### config.mk
export PLATFORM = sky130hd
export DESIGN_NAME = uart_tx_arbiter
export DESIGN_NICKNAME = d
export VERILOG_FILES = /design/src/rtl/uart_tx_arbiter_pkg.sv /design/src/rtl/uart_tx_arbiter_rr_picker.sv /design/src/rtl/uart_tx_arbiter.sv
export SDC_FILE = /design/constraint.sdc
export NUM_CORES = 1
export LEC_CHECK = 0
export ABC_AREA = 1
export BUFFER_PORTS_ARGS = -buffer_cell sky130_fd_sc_hd__buf_2
export CAP_MARGIN = 20
export CORE_MARGIN = 1.5
export CORE_UTILIZATION = 45
export DETAILED_ROUTE_END_ITERATION = 10
export PLACE_DENSITY = 0.8
export REMOVE_ABC_BUFFERS = 1
export SYNTH_ARGS = -nofsm -noshare
export SYNTH_HDL_FRONTEND = slang
export SYNTH_SLANG_ARGS = --single-unit
### constraint.sdc
create_clock -name clk -period 2.4 [get_ports clk]
set_input_delay 0.48 -clock clk [delete_from_list [all_inputs] [get_ports clk]]
set_output_delay 0.48 -clock clk [all_outputs]
set_load 0.02 [all_outputs]
### src/rtl/uart_tx_arbiter_pkg.sv
// -----------------------------------------------------------------------------
// uart_pkg
// Shared definitions for the UART transmit arbiter:
//   arbState_t       - arbiter FSM state encoding (HOLD is only reachable when
//                      the packet-lock option UART_TX_ARB_LOCK_EN is compiled in)
//   NUM_REQ_DEFAULT  - default number of byte producers
// -----------------------------------------------------------------------------
package uart_pkg;

    localparam int NUM_REQ_DEFAULT = 4;

    typedef enum logic [2:0] {
        IDLE      = 3'd0,
        LAUNCH    = 3'd1,
        WAIT_DONE = 3'd2,
        HOLD      = 3'd3
    } arbState_t;

endpackage

### src/rtl/uart_tx_arbiter_rr_picker.sv
// -----------------------------------------------------------------------------
// rr_picker
// Purely combinational round-robin search: finds the first set bit of reqValid
// scanning circularly upward from lastGrant+1, so lastGrant itself is checked
// last and gets the lowest priority.
// Ports:
//   reqValid  in  NUM_REQ  per-requester request bits
//   lastGrant in  GW       index granted most recently
//   found     out 1        at least one request is pending
//   index     out GW       winning requester (0 when found==0)
// -----------------------------------------------------------------------------
module rr_picker #(
    parameter int NUM_REQ = 4,
    parameter int GW      = $clog2(NUM_REQ)
) (
    input  logic [NUM_REQ-1:0] reqValid,
    input  logic [GW-1:0]      lastGrant,
    output logic               found,
    output logic [GW-1:0]      index
);

    int          cand;
    logic [GW-1:0] candIdx;

    always_comb begin
        // NOTE: every variable written here gets a default first; a path that
        // leaves one unassigned would infer a latch.
        found   = 1'b0;
        index   = '0;
        cand    = 0;
        candIdx = '0;
        // Offsets 1..NUM_REQ; the first hit is the nearest requester after
        // lastGrant, and the found guard keeps later hits from overriding it.
        for (int off = 1; off <= NUM_REQ; off++) begin
            cand    = (int'(lastGrant) + off) % NUM_REQ;
            candIdx = GW'(cand);
            if (!found && reqValid[candIdx]) begin
                found = 1'b1;
                index = candIdx;
            end
        end
    end

endmodule

### src/rtl/uart_tx_arbiter.sv
// -----------------------------------------------------------------------------
// uart_tx_arbiter
// Shares one UART transmitter among NUM_REQ byte producers. A byte is accepted
// with a one-hot reqReady pulse, launched with a one-cycle txDv the next cycle,
// and the transmitter is then owned until its txDone pulse. Grants rotate
// round-robin; txActive gates every new accept so a frame still in flight from
// before a reset is never overrun.
// Optional feature: define UART_TX_ARB_LOCK_EN for packet lock - after a byte
// with reqLast==0 completes, only the same requester is served (HOLD state)
// until its reqLast==1 byte has completed.
// Ports:
//   clk, reset         clock, synchronous active-high reset
//   reqValid/reqData   per-requester byte offer (byte i at [8i+7:8i])
//   reqLast            last byte of a packet (lock feature only)
//   reqReady           one-hot accept strobe (combinational)
//   txDv, txData       launch pulse and byte to the transmitter
//   txActive, txDone   transmitter busy flag and completion pulse
//   grantId            current/last granted requester
//   busy               arbiter is not in IDLE
// -----------------------------------------------------------------------------
module uart_tx_arbiter
    import uart_pkg::*;
#(
    parameter int NUM_REQ = NUM_REQ_DEFAULT,
    parameter int GW      = $clog2(NUM_REQ)
) (
    input  logic                 clk,
    input  logic                 reset,
    input  logic [NUM_REQ-1:0]   reqValid,
    input  logic [NUM_REQ*8-1:0] reqData,
    input  logic [NUM_REQ-1:0]   reqLast,
    output logic [NUM_REQ-1:0]   reqReady,
    output logic                 txDv,
    output logic [7:0]           txData,
    input  logic                 txActive,
    input  logic                 txDone,
    output logic [GW-1:0]        grantId,
    output logic                 busy
);

    arbState_t     state, nextState;
    logic [GW-1:0] lastGrant;
    logic          pickFound;
    logic [GW-1:0] pickIdx;
    logic          accept;
    logic [GW-1:0] acceptIdx;

`ifdef UART_TX_ARB_LOCK_EN
    logic          lastFlag;   // reqLast of the byte currently owned
`else
    logic          unusedLast;
    assign unusedLast = ^reqLast;
`endif

    rr_picker #(
        .NUM_REQ (NUM_REQ),
        .GW      (GW)
    ) picker (
        .reqValid  (reqValid),
        .lastGrant (lastGrant),
        .found     (pickFound),
        .index     (pickIdx)
    );

    always_comb begin
        nextState = state;
        accept    = 1'b0;
        acceptIdx = pickIdx;
        case (state)
            IDLE: begin
                if (pickFound && !txActive) begin
                    accept    = 1'b1;
                    nextState = LAUNCH;
                end
            end
            LAUNCH: nextState = WAIT_DONE;
            WAIT_DONE: begin
                if (txDone) begin
`ifdef UART_TX_ARB_LOCK_EN
                    nextState = lastFlag ? IDLE : HOLD;
`else
                    nextState = IDLE;
`endif
                end
            end
`ifdef UART_TX_ARB_LOCK_EN
            HOLD: begin
                // Only the locked requester may continue its packet.
                acceptIdx = grantId;
                if (reqValid[grantId] && !txActive) begin
                    accept    = 1'b1;
                    nextState = LAUNCH;
                end
            end
`endif
            default: nextState = IDLE;
        endcase
    end

    always_comb begin
        reqReady = '0;
        if (accept) begin
            reqReady[acceptIdx] = 1'b1;
        end
    end

    // txDv and busy come straight from the state register, so txDone and
    // txActive have no combinational path to the launch pulse.
    assign txDv = (state == LAUNCH);
    assign busy = (state != IDLE);

    always_ff @(posedge clk) begin
        // NOTE: sequential state uses non-blocking assignments so every
        // register samples the pre-edge values regardless of statement order.
        if (reset) begin
            state     <= IDLE;
            txData    <= 8'h00;
            grantId   <= '0;
            lastGrant <= GW'(NUM_REQ - 1);   // requester 0 wins first
`ifdef UART_TX_ARB_LOCK_EN
            lastFlag  <= 1'b0;
`endif
        end else begin
            state <= nextState;
            if (accept) begin
                txData  <= reqData[{acceptIdx, 3'b000} +: 8];
                grantId <= acceptIdx;
`ifdef UART_TX_ARB_LOCK_EN
                lastFlag <= reqLast[acceptIdx];
`endif
            end
            if (state == WAIT_DONE && txDone) begin
`ifdef UART_TX_ARB_LOCK_EN
                // Rotation only moves on once a whole packet has gone out.
                if (lastFlag) begin
                    lastGrant <= grantId;
                end
`else
                lastGrant <= grantId;
`endif
            end
        end
    end

endmodule

==> results of run 1 <==
[worst paths after layout]
| path | to | slack [ns] | cells after the start |
|---|---|---|---|
| max reg2reg | txData[7] | 0.52 | 15 |
| min | txData[2] | 0.42 | 3 |
| max | reqReady[2] | 0.07 | 13 |
| min reg2reg | grantId[0] | 0.49 | 2 |
[cell type report]
cell class | instances | area [um2] | area share [%]
Clock buffer | 4 | 36.3 | 2.11
Inverter | 29 | 129 | 7.49
Timing Repair Buffer | 69 | 402 | 23.3
Multi-Input combinational cell | 153 | 828 | 48.1
Sequential cell | 14 | 288 | 16.7
Tap cell | 30 | 37.5 | 2.18
[cells by family (layout without fill, tap and decap cells)]
family | count (synthesis) | after routing | share of synthesized area, %
AOI/OAI and AO/OA | 11 | 11 | 5.42
buffers and inverters | 32 | 102 | 13.0
DFF | 14 | 14 | 24.3
and+or+nand+nor | 142 | 142 | 57.3
[worst min-delay path: cells and delay by family]
family,cells,cell delay (ns)
AO/OA/AOI/OAI,1,0.05
buffers and inverters,1,0.07
AND/OR/NAND/NOR,1,0.08
[sequential cells by signal, indices dropped and copies added (netlist names)]
register,count
lastGrant,2
state,2
grantId,2
txData,8
[timing repair]
action | in CTS | in global routing
setup buffers | 1 | 10
endpoints found under the setup margin | 4 | 4
resized for setup | 4 | 42
pin swaps | 1 | 16
[layer usage]
metal | global-route usage (%) | share of wire (%) | vias up
met3 | 3.61 | 5.6 | 6
met1 | 26.8 | 42 | 667
met2 | 36.8 | 51 | 48
met4 | 9.40 | 1.2 | 0
li1 | - | - | 764
met5 | 0 | 0 | -
[through the flow]
step | cell area, um2 | TNS, ns | setup slack (ns) | hold slack (ns) | std cells
global route | 1720 | -0.138 | -0.0556 | 0.421 | 299
detailed placement | 1460 | 0 | 0.141 | 0.476 | 284
floorplan | 1120 | 0 | 0.100 | 0.549 | 196
CTS | 1510 | 0 | 0.00126 | 0.421 | 289
global placement | 1460 | 0 | 0.133 | 0.478 | 284
finish | 1720 | 0 | 0.0734 | 0.424 | 299
[power breakdown]
part	leakage (uW)	internal (uW)	total (uW)	switching (uW)
Sequential	0.000115	258	276	18.1
Clock	0.0000210	92.5	177	84.3
Combinational	0.000873	167	419	253
[Yosys cell counts]
master	number	share of area, %
nand3_2	2	1.7
buf_6	3	2.9
o21a_1	1	0.65
nand4_1	2	1.1
dfxtp_1	14	24
a21oi_1	6	2.6
o21ai_1	1	0.43
o21ai_0	1	0.43
inv_4	1	0.54
nor2_1	15	4.9
nand2_1	80	26
nor2_2	2	1.1
inv_2	4	1.3
nor2_4	3	2.9
nand3_1	22	9.5
o211ai_1	2	1.3
clkinv_1	1	0.32
inv_6	1	0.76
inv_1	22	7.2
nand3b_1	3	2.0
nor3_1	2	0.87
nand2_4	3	2.9
nand2_2	8	4.3
==> run summary, run 1 <==
Worst hold start -> reqData[10]
Cell row count -> 18
Reg2reg start -> lastGrant[0]
Die width -> 53.7 um
Pin count of the biggest net entering global routing -> 17
Cell mode on critical path -> nand2_4
Crit path buffers/inverters -> 4
Setup violations, final -> 0
Worst-path clk slew -> 0.09 ns
Router iterations before antenna repair -> 4
Via count -> 1485
H-Tree Depth -> 1
Area delta synth->final -> 49.0%
Final Util -> 70.1%
Hold Buf Count CTS -> 0
Clock Path Buffers -> 2
Clock Latency Late Sink -> 0.29 ns
DRC viols -> 0
Delay-heaviest family, CP -> simple AND/OR/NAND/NOR gates
CP arrival -> 1.85 ns
Clk root buf -> clkbuf_4
Final Net Count -> 314
Worst hold path type -> input pin to flip-flop
Layout cells sized above 1 -> 43.9%
Yosys warnings -> 0
First-pass GRT wire length -> 4660 um
Power Total -> 872 uW
Final max-slew violation count -> 0
Leakage -> 0.00101 uW
Yosys cell types -> 23
Routed Antenna Nets -> 0
Total GRT Usage -> 21.7%
Crit-path max FO -> 7
Total gr overflow -> 0
Final hold vios -> 0
Worst Tran Pin Value -> 0.300 ns
Critical path class -> flip-flop to primary output
WP data required -> 1.92 ns
TritonCTS clock tree -> built
CP max stage cell -> dfxtp_4
Relative slew slack -> 79.9%
DR vias/cell -> 4.97
Crit-path cells -> inv_4, nand2_2, nand2_4, nand2_4, nand2_4, nor2_4, nand4_1, nand2_2, inv_2, nor2_4, inv_2, nor2_1, buf_4
Critical Path End Type -> primary output
Peak supply drop -> 0.338 mV
Vert. Die Dim -> 53.7 um
DRT iter0 DRCs -> 22
Final Skew -> 0.000308 ns
Crit path largest cell delay -> 0.41 ns
WL final -> 3190 um
Highest clock rate -> 0.430 GHz
Post-synthesis register bit count -> 14
# diodes -> 0
Syn avg cell area -> 5.80 um2
Port Buffers -> 55
I/O pin total -> 60
Core ar. -> 2450 um2
Seq/Total Area, Yosys -> 24.3%
Startpoint class of the critical path -> flip-flop
Fin crit period -> 2.33 ns
Routability cong. -> 0.758
Crit path from -> lastGrant[1]
Vias in the first global route -> 1168
Initial antenna violation count -> 0
Fin crit share -> 96.9%
Dpl hpwl -> 2190 um
Post-Syn Instances -> 199
Status -> finished, final reports clean
RSZ-0062 raised after global routing -> yes
Most common cell after layout, fill and taps aside -> nand2_1
Fillcell total -> 236
CTS Buf Count -> 3
Clk sinks -> 14
Netlist Area Pre-Place -> 1150 um2
Post-DR wirelength/cell -> 10.7 um
DIE AREA -> 2880 um2
PwrDens -> 507 nW/um2
Commonest cells after routing, fill and taps aside -> 68 x nand2_1, 51 x buf_2, 21 x nand3_1, 20 x inv_1, 15 x buf_4
Starting Density -> 47.0%
Number of max-cap violations -> 0
No activity file was read; power rests on OpenSTA's default activity.
==> run 2: changes to the inputs <==
--- a/config.mk
+++ b/config.mk
@@ -11,8 +11,9 @@
 export CORE_MARGIN = 1.5
 export CORE_UTILIZATION = 45
 export DETAILED_ROUTE_END_ITERATION = 10
-export PLACE_DENSITY = 0.8
+export PLACE_DENSITY = 0.79
 export REMOVE_ABC_BUFFERS = 1
 export SYNTH_ARGS = -nofsm -noshare
 export SYNTH_HDL_FRONTEND = slang
+export SYNTH_HIERARCHICAL = 1
 export SYNTH_SLANG_ARGS = --single-unit
==> run 2 against run 1 <==
  * First-iteration DRC count fell by 32%
  * Power grew 0.16%
  * Sequential share of layout area up 0.78 points
  * Design area fell by 4.4%
  * Largest cell class unchanged
  * Clock power hardly changed
  * Routed wire length decreased by 7.7%
  * Setup slack worse by 0.027 ns
==> run summary, run 2 <==
Synth area leaders -> dfxtp_1 24%, nand2_1 23%, nand3_1 11%
Total gr overflow -> 0
PwrDens -> 531 nW/um2
Die width -> 54.2 um
Setup WS post-layout -> 0.0462 ns
DR vias/cell -> 4.85
Post-DR wirelength/cell -> 10.4 um
Peak supply drop -> 0.317 mV
Cell mode on critical path -> nand2_4
EDFF count, synth -> 0
Clk sinks -> 14
Most common cell after layout, fill and taps aside -> nand2_1
Switch Pwr -> 361 uW
Total GRT Usage -> 20.1%
Via count -> 1373
Critical path class -> flip-flop to primary output
DRC viols -> 0
CP arrival -> 1.87 ns
Status -> finished, final reports clean
Power Total -> 873 uW
Top cell type by total area after synthesis -> dfxtp_1
Clk root buf -> clkbuf_4
Syn avg cell area -> 6.18 um2
Critical path depth in cells -> 11
Critical Path End Type -> primary output
Top FF cell, synth -> dfxtp_1
TritonCTS clock tree -> built
Sw frac -> 41.3%
Yosys warnings -> 6
Setup violations, final -> 0
Vias in the first global route -> 1125
Post-Syn Instances -> 191
Pin count of the biggest net entering global routing -> 17
Clock Path Buffers -> 2
Fin crit share -> 98.1%
Final Util -> 66.4%
Combinational share of power -> 48.3%
Layout cells sized above 1 -> 47.0%
Starting Density -> 47.6%
Clock Power Share -> 20.6%
Area delta synth->final -> 39.3%
Delay-heaviest family, CP -> simple AND/OR/NAND/NOR gates
H-Tree Depth -> 1
Worst-path clk slew -> 0.10 ns
Hold Crit Depth -> 2
Pint -> 512 uW
DIE AREA -> 2940 um2
Vert. Die Dim -> 54.2 um
Router iterations before antenna repair -> 4
Final hold vios -> 0
Crit-path max FO -> 6
Commonest cells after routing, fill and taps aside -> 65 x nand2_1, 51 x buf_2, 22 x nand3_1, 21 x nand2_2, 15 x inv_1
Startpoint class of the critical path -> flip-flop
Port Buffers -> 55
I/O pin total -> 60
Async SR Flop Fraction -> 0%
Final max-slew violation count -> 0
Fin crit period -> 2.35 ns
Most frequent cell after synthesis -> nand2_1
Seq/Total Area, Yosys -> 23.8%
Number of max-cap violations -> 0
Final Net Count -> 298
# diodes -> 0
WP data required -> 1.92 ns
Largest Register -> txData
Post-synth top cells -> 72 x nand2_1, 25 x nand3_1, 17 x nand2_2
Routed Antenna Nets -> 0
Post-Place Worst Slack -> 0.131 ns
Crit-path cells -> buf_6, nand2_4, nand2_4, nand2_4, nand2_4, nor2_4, nand4_1, nand3_4, nand3_4, nor2_1, buf_4
Post-synthesis register bit count -> 14
RSZ-0062 raised after global routing -> yes
Leakage -> 0.000913 uW
Worst hold path type -> input pin to flip-flop
Relative slew slack -> 74.1%
Seq pwr share -> 31.2%
Core ar. -> 2480 um2
Hold Buf Count CTS -> 0
Cell row count -> 18
First-pass GRT wire length -> 4320 um
Final Skew -> 0.00269 ns
Dpl hpwl -> 2220 um
Routability cong. -> 0.769
Highest clock rate -> 0.425 GHz
Yosys cell types -> 22
DRT iter0 DRCs -> 15
Register-to-Register Path Depth -> 15
Max reg flops -> 8
Crit path largest cell delay -> 0.38 ns
Initial antenna violation count -> 0
Yosys top cell area share -> 23.8%
Clock Latency Late Sink -> 0.29 ns
WL final -> 2950 um
Netlist Area Pre-Place -> 1180 um2
CTS Buf Count -> 3
CP max stage cell -> dfxtp_4
Crit path buffers/inverters -> 2
Worst Tran Pin Value -> 0.388 ns
## run 2: changes by cell type after synthesis, sizes merged, moves of 3 or more
cell and change:
a21oi +5, inv -8, nand2 +3, nor2 -11, buf +4
## run 2: metal layers
| metal | wire (um) | global-route usage [%] |
|---|---|---|
| met5 | 0 | 0 |
| met4 | 15 | 6.25 |
| met3 | 169 | 4.44 |
| met2 | 1520 | 38.6 |
| met1 | 1240 | 21.3 |
## run 2: metrics by stage
step,hold slack [ns],std cells,setup TNS (ns),instance area (um2)
2_1_floorplan,0.545,184,-1.13,1110
3_3_place_gp,0.466,275,0,1460
3_5_place_dp,0.477,275,0,1460
4_1_cts,0.365,279,0,1510
5_1_grt,0.347,283,-0.225,1640
6_report,0.362,283,0,1640
## run 2: repair_timing
action                                  4_1_cts  5_1_grt
resized for setup                             4       28
endpoints found under the setup margin        4        4
buffers inserted                              0        4
pin swaps                                     0        9
## run 2: area by class of cell
| class | instances | area, um2 |
|---|---|---|
| Fill cell | 244 | 833 |
| Multi-Input combinational cell | 150 | 831 |
| Timing Repair Buffer | 65 | 372 |
| Sequential cell | 14 | 288 |
| Inverter | 20 | 80.1 |
| Tap cell | 30 | 37.5 |
| Clock buffer | 4 | 36.3 |
## run 2: final timing paths
kind	slack, ns	to	startpoint
setup / recovery	0.05	reqReady[2]	lastGrant[0]
hold / removal	0.36	state[0]	reset
setup reg to reg	0.46	grantId[0]	lastGrant[0]
hold reg to reg	0.49	lastGrant[1]	grantId[1]
## run 2: power by group through the flow
stage	Sequential (uW)	Clock (uW)	Combinational, uW
floorplan	304	0	233
global placement	278	0	380
detailed placement	279	0	384
CTS	274	181	388
global route	275	198	471
finish	272	180	422
## run 2: logic make-up after synthesis
logic type | after synthesis | synth area share, %
and+or+nand+nor | 136 | 55.2
buffers and inverters | 27 | 13.0
DFF | 14 | 23.8
AOI/OAI and AO/OA | 14 | 7.95
==> run 3: changes to the inputs <==
==> constraint.sdc (replaced) <==
create_clock -name clk -period 2.4 [get_ports clk]
set_input_delay 0.24 -clock clk [delete_from_list [all_inputs] [get_ports clk]]
set_output_delay 0.24 -clock clk [all_outputs]
set_load 0.02 [all_outputs]
==> run 3 against run 2 <==
  * Power shrank 4.4%
  * Setup slack better by 0.15 ns
  * Fmax up 6.6%
  * Clock power down 4%
  * Highest routed layer unchanged
  * Sequential share of layout area increased by 1.2 points
  * Routed wire length fell by 5.8%
  * Combinational power decreased by 7.8%
  * Design area fell by 7.8%
  * Clock skew shrank 0.00088 ns
  * Count of clock-buffer cells in the layout did not move
==> run summary, run 3 (synthesized netlist as in run 2, its figures left out) <==
CTS Buf Count -> 3
Via count -> 1312
First-pass GRT wire length -> 4250 um
Crit-path max FO -> 8
Clk root buf -> clkbuf_4
Most common cell after layout, fill and taps aside -> nand2_1
Leakage -> 0.000877 uW
Clk sinks -> 14
Relative slew slack -> 73.7%
Max reg flops -> 8
Post-Place Worst Slack -> 0.362 ns
RR Endpoint -> txData[5]
Power Total -> 835 uW
Clock Power Share -> 20.7%
Seq pwr share -> 32.7%
M1 WL -> 1220 um
Met3 routed WL -> 180 um
Initial antenna violation count -> 0
Worst hold path type -> input pin to flip-flop
Critical Path End Type -> primary output
Crit path from -> lastGrant[0]
Startpoint class of the critical path -> flip-flop
Largest Register -> txData
Top routing layer in use -> met4
Router iterations before antenna repair -> 4
Hold_ws -> 0.141 ns
Clock Latency Late Sink -> 0.28 ns
Cell mode on critical path -> nand2_1
Crit path buffers/inverters -> 2
TritonCTS clock tree -> built
Fillcell total -> 257
Pint -> 497 uW
Routed Antenna Nets -> 0
DIE AREA -> 2940 um2
Switch Pwr -> 339 uW
Status -> finished, final reports clean
Crit path largest cell delay -> 0.36 ns
Starting Density -> 47.6%
Delay-heaviest family, CP -> simple AND/OR/NAND/NOR gates
Post-DR wirelength/cell -> 9.99 um
Core ar. -> 2480 um2
Setup WS post-layout -> 0.192 ns
Reg2reg start -> lastGrant[0]
Dpl hpwl -> 2130 um
Post-CTS setup buffer count -> 0
Final max-slew violation count -> 0
Fin crit share -> 92.0%
PwrDens -> 551 nW/um2
RSZ-0062 raised after global routing -> yes
Worst hold start -> reset
Sw frac -> 40.6%
Port Buffers -> 55
Area delta synth->final -> 28.4%
DR vias/cell -> 4.72
# diodes -> 0
Vert. Die Dim -> 54.2 um
R2r setup slk -> 0.45 ns
WP data required -> 2.16 ns
Setup tns final -> 0 ns
Total gr overflow -> 0
Layout cells sized above 1 -> 41.1%
Die width -> 54.2 um
Number of max-cap violations -> 0
Register-to-Register Path Depth -> 14
Clock Path Buffers -> 2
Hold Crit Depth -> 2
Final hold vios -> 0
Combinational share of power -> 46.6%
Critical path class -> flip-flop to primary output
Cell row count -> 18
Routability cong. -> 0.785
Highest clock rate -> 0.453 GHz
Final Skew -> 0.00180 ns
Total GRT Usage -> 20.1%
CP max stage cell -> dfxtp_2
Peak supply drop -> 0.495 mV
DRC viols -> 0
WL met2 -> 1370 um
I/O pin total -> 60
Worst-path clk slew -> 0.09 ns
Crit-path cells -> buf_4, nand2_1, nand2_1, nand2_1, nand2_2, nor2_4, nand4_1, nand3_4, nand3_1, nor2_1, buf_2
Fin crit period -> 2.21 ns
WL final -> 2780 um
Pin count of the biggest net entering global routing -> 18
Worst Hold Path EP -> state[0]
H-Tree Depth -> 1
Commonest cells after routing, fill and taps aside -> 72 x nand2_1, 54 x buf_2, 23 x nand3_1, 17 x nand2_2, 16 x inv_1
Setup violations, final -> 0
Vias in the first global route -> 1079
Final Net Count -> 293
CP arrival -> 1.97 ns
DRT iter0 DRCs -> 21
Final Util -> 61.2%
Worst Tran Pin Value -> 0.394 ns
-- run 3: changes by cell type in the layout (fill, tap and decap cells not counted), sizes merged --
cell  delta
buf      -5
-- run 3: what timing repair did --
action                                  4_1_cts  5_1_grt
resized for setup                             0        6
hold buffers                                  0        0
hold endpoints to repair                      0        0
endpoints found under the setup margin        0        4
-- run 3: through the flow --
stage          area (um2)  cells
3_5_place_dp         1460    274
2_1_floorplan        1110    184
3_3_place_gp         1460    274
6_report             1520    278
5_1_grt              1520    278
4_1_cts              1490    278
-- run 3: how the worst max path moves through the flow --
stage,endpoint,depth (start not counted)
after detailed placement,reqReady[3],10
final,reqReady[3],11
after global routing,reqReady[3],11
after CTS,reqReady[3],10
after global placement,txData[5],14
after floorplan,reqReady[1],10
-- run 3: power groups by stage --
| stage | Clock (uW) | Sequential, uW | Combinational, uW |
|---|---|---|---|
| 2_1_floorplan | 0 | 304 | 233 |
| 3_3_place_gp | 0 | 278 | 379 |
| 3_5_place_dp | 0 | 278 | 382 |
| 4_1_cts | 177 | 273 | 384 |
| 5_1_grt | 193 | 276 | 438 |
| 6_report | 173 | 273 | 389 |
-- run 3: layout make-up --
cell class                      instances  area (um2)  share of cell area (%)
Tap cell                               30        37.5                    2.48
Sequential cell                        14         283                    18.7
Inverter                               20        80.1                    5.28
Clock buffer                            4        36.3                    2.39
Multi-Input combinational cell        150         763                    50.4
Timing Repair Buffer                   60         315                    20.8
-- run 3: layer usage --
| layer | track usage, % | vias to the layer above |
|---|---|---|
| met5 | 0 | - |
| li1 | - | 713 |
| met2 | 37.1 | 45 |
| met4 | 4.17 | 0 |
| met3 | 6.39 | 2 |
| met1 | 22.0 | 552 |
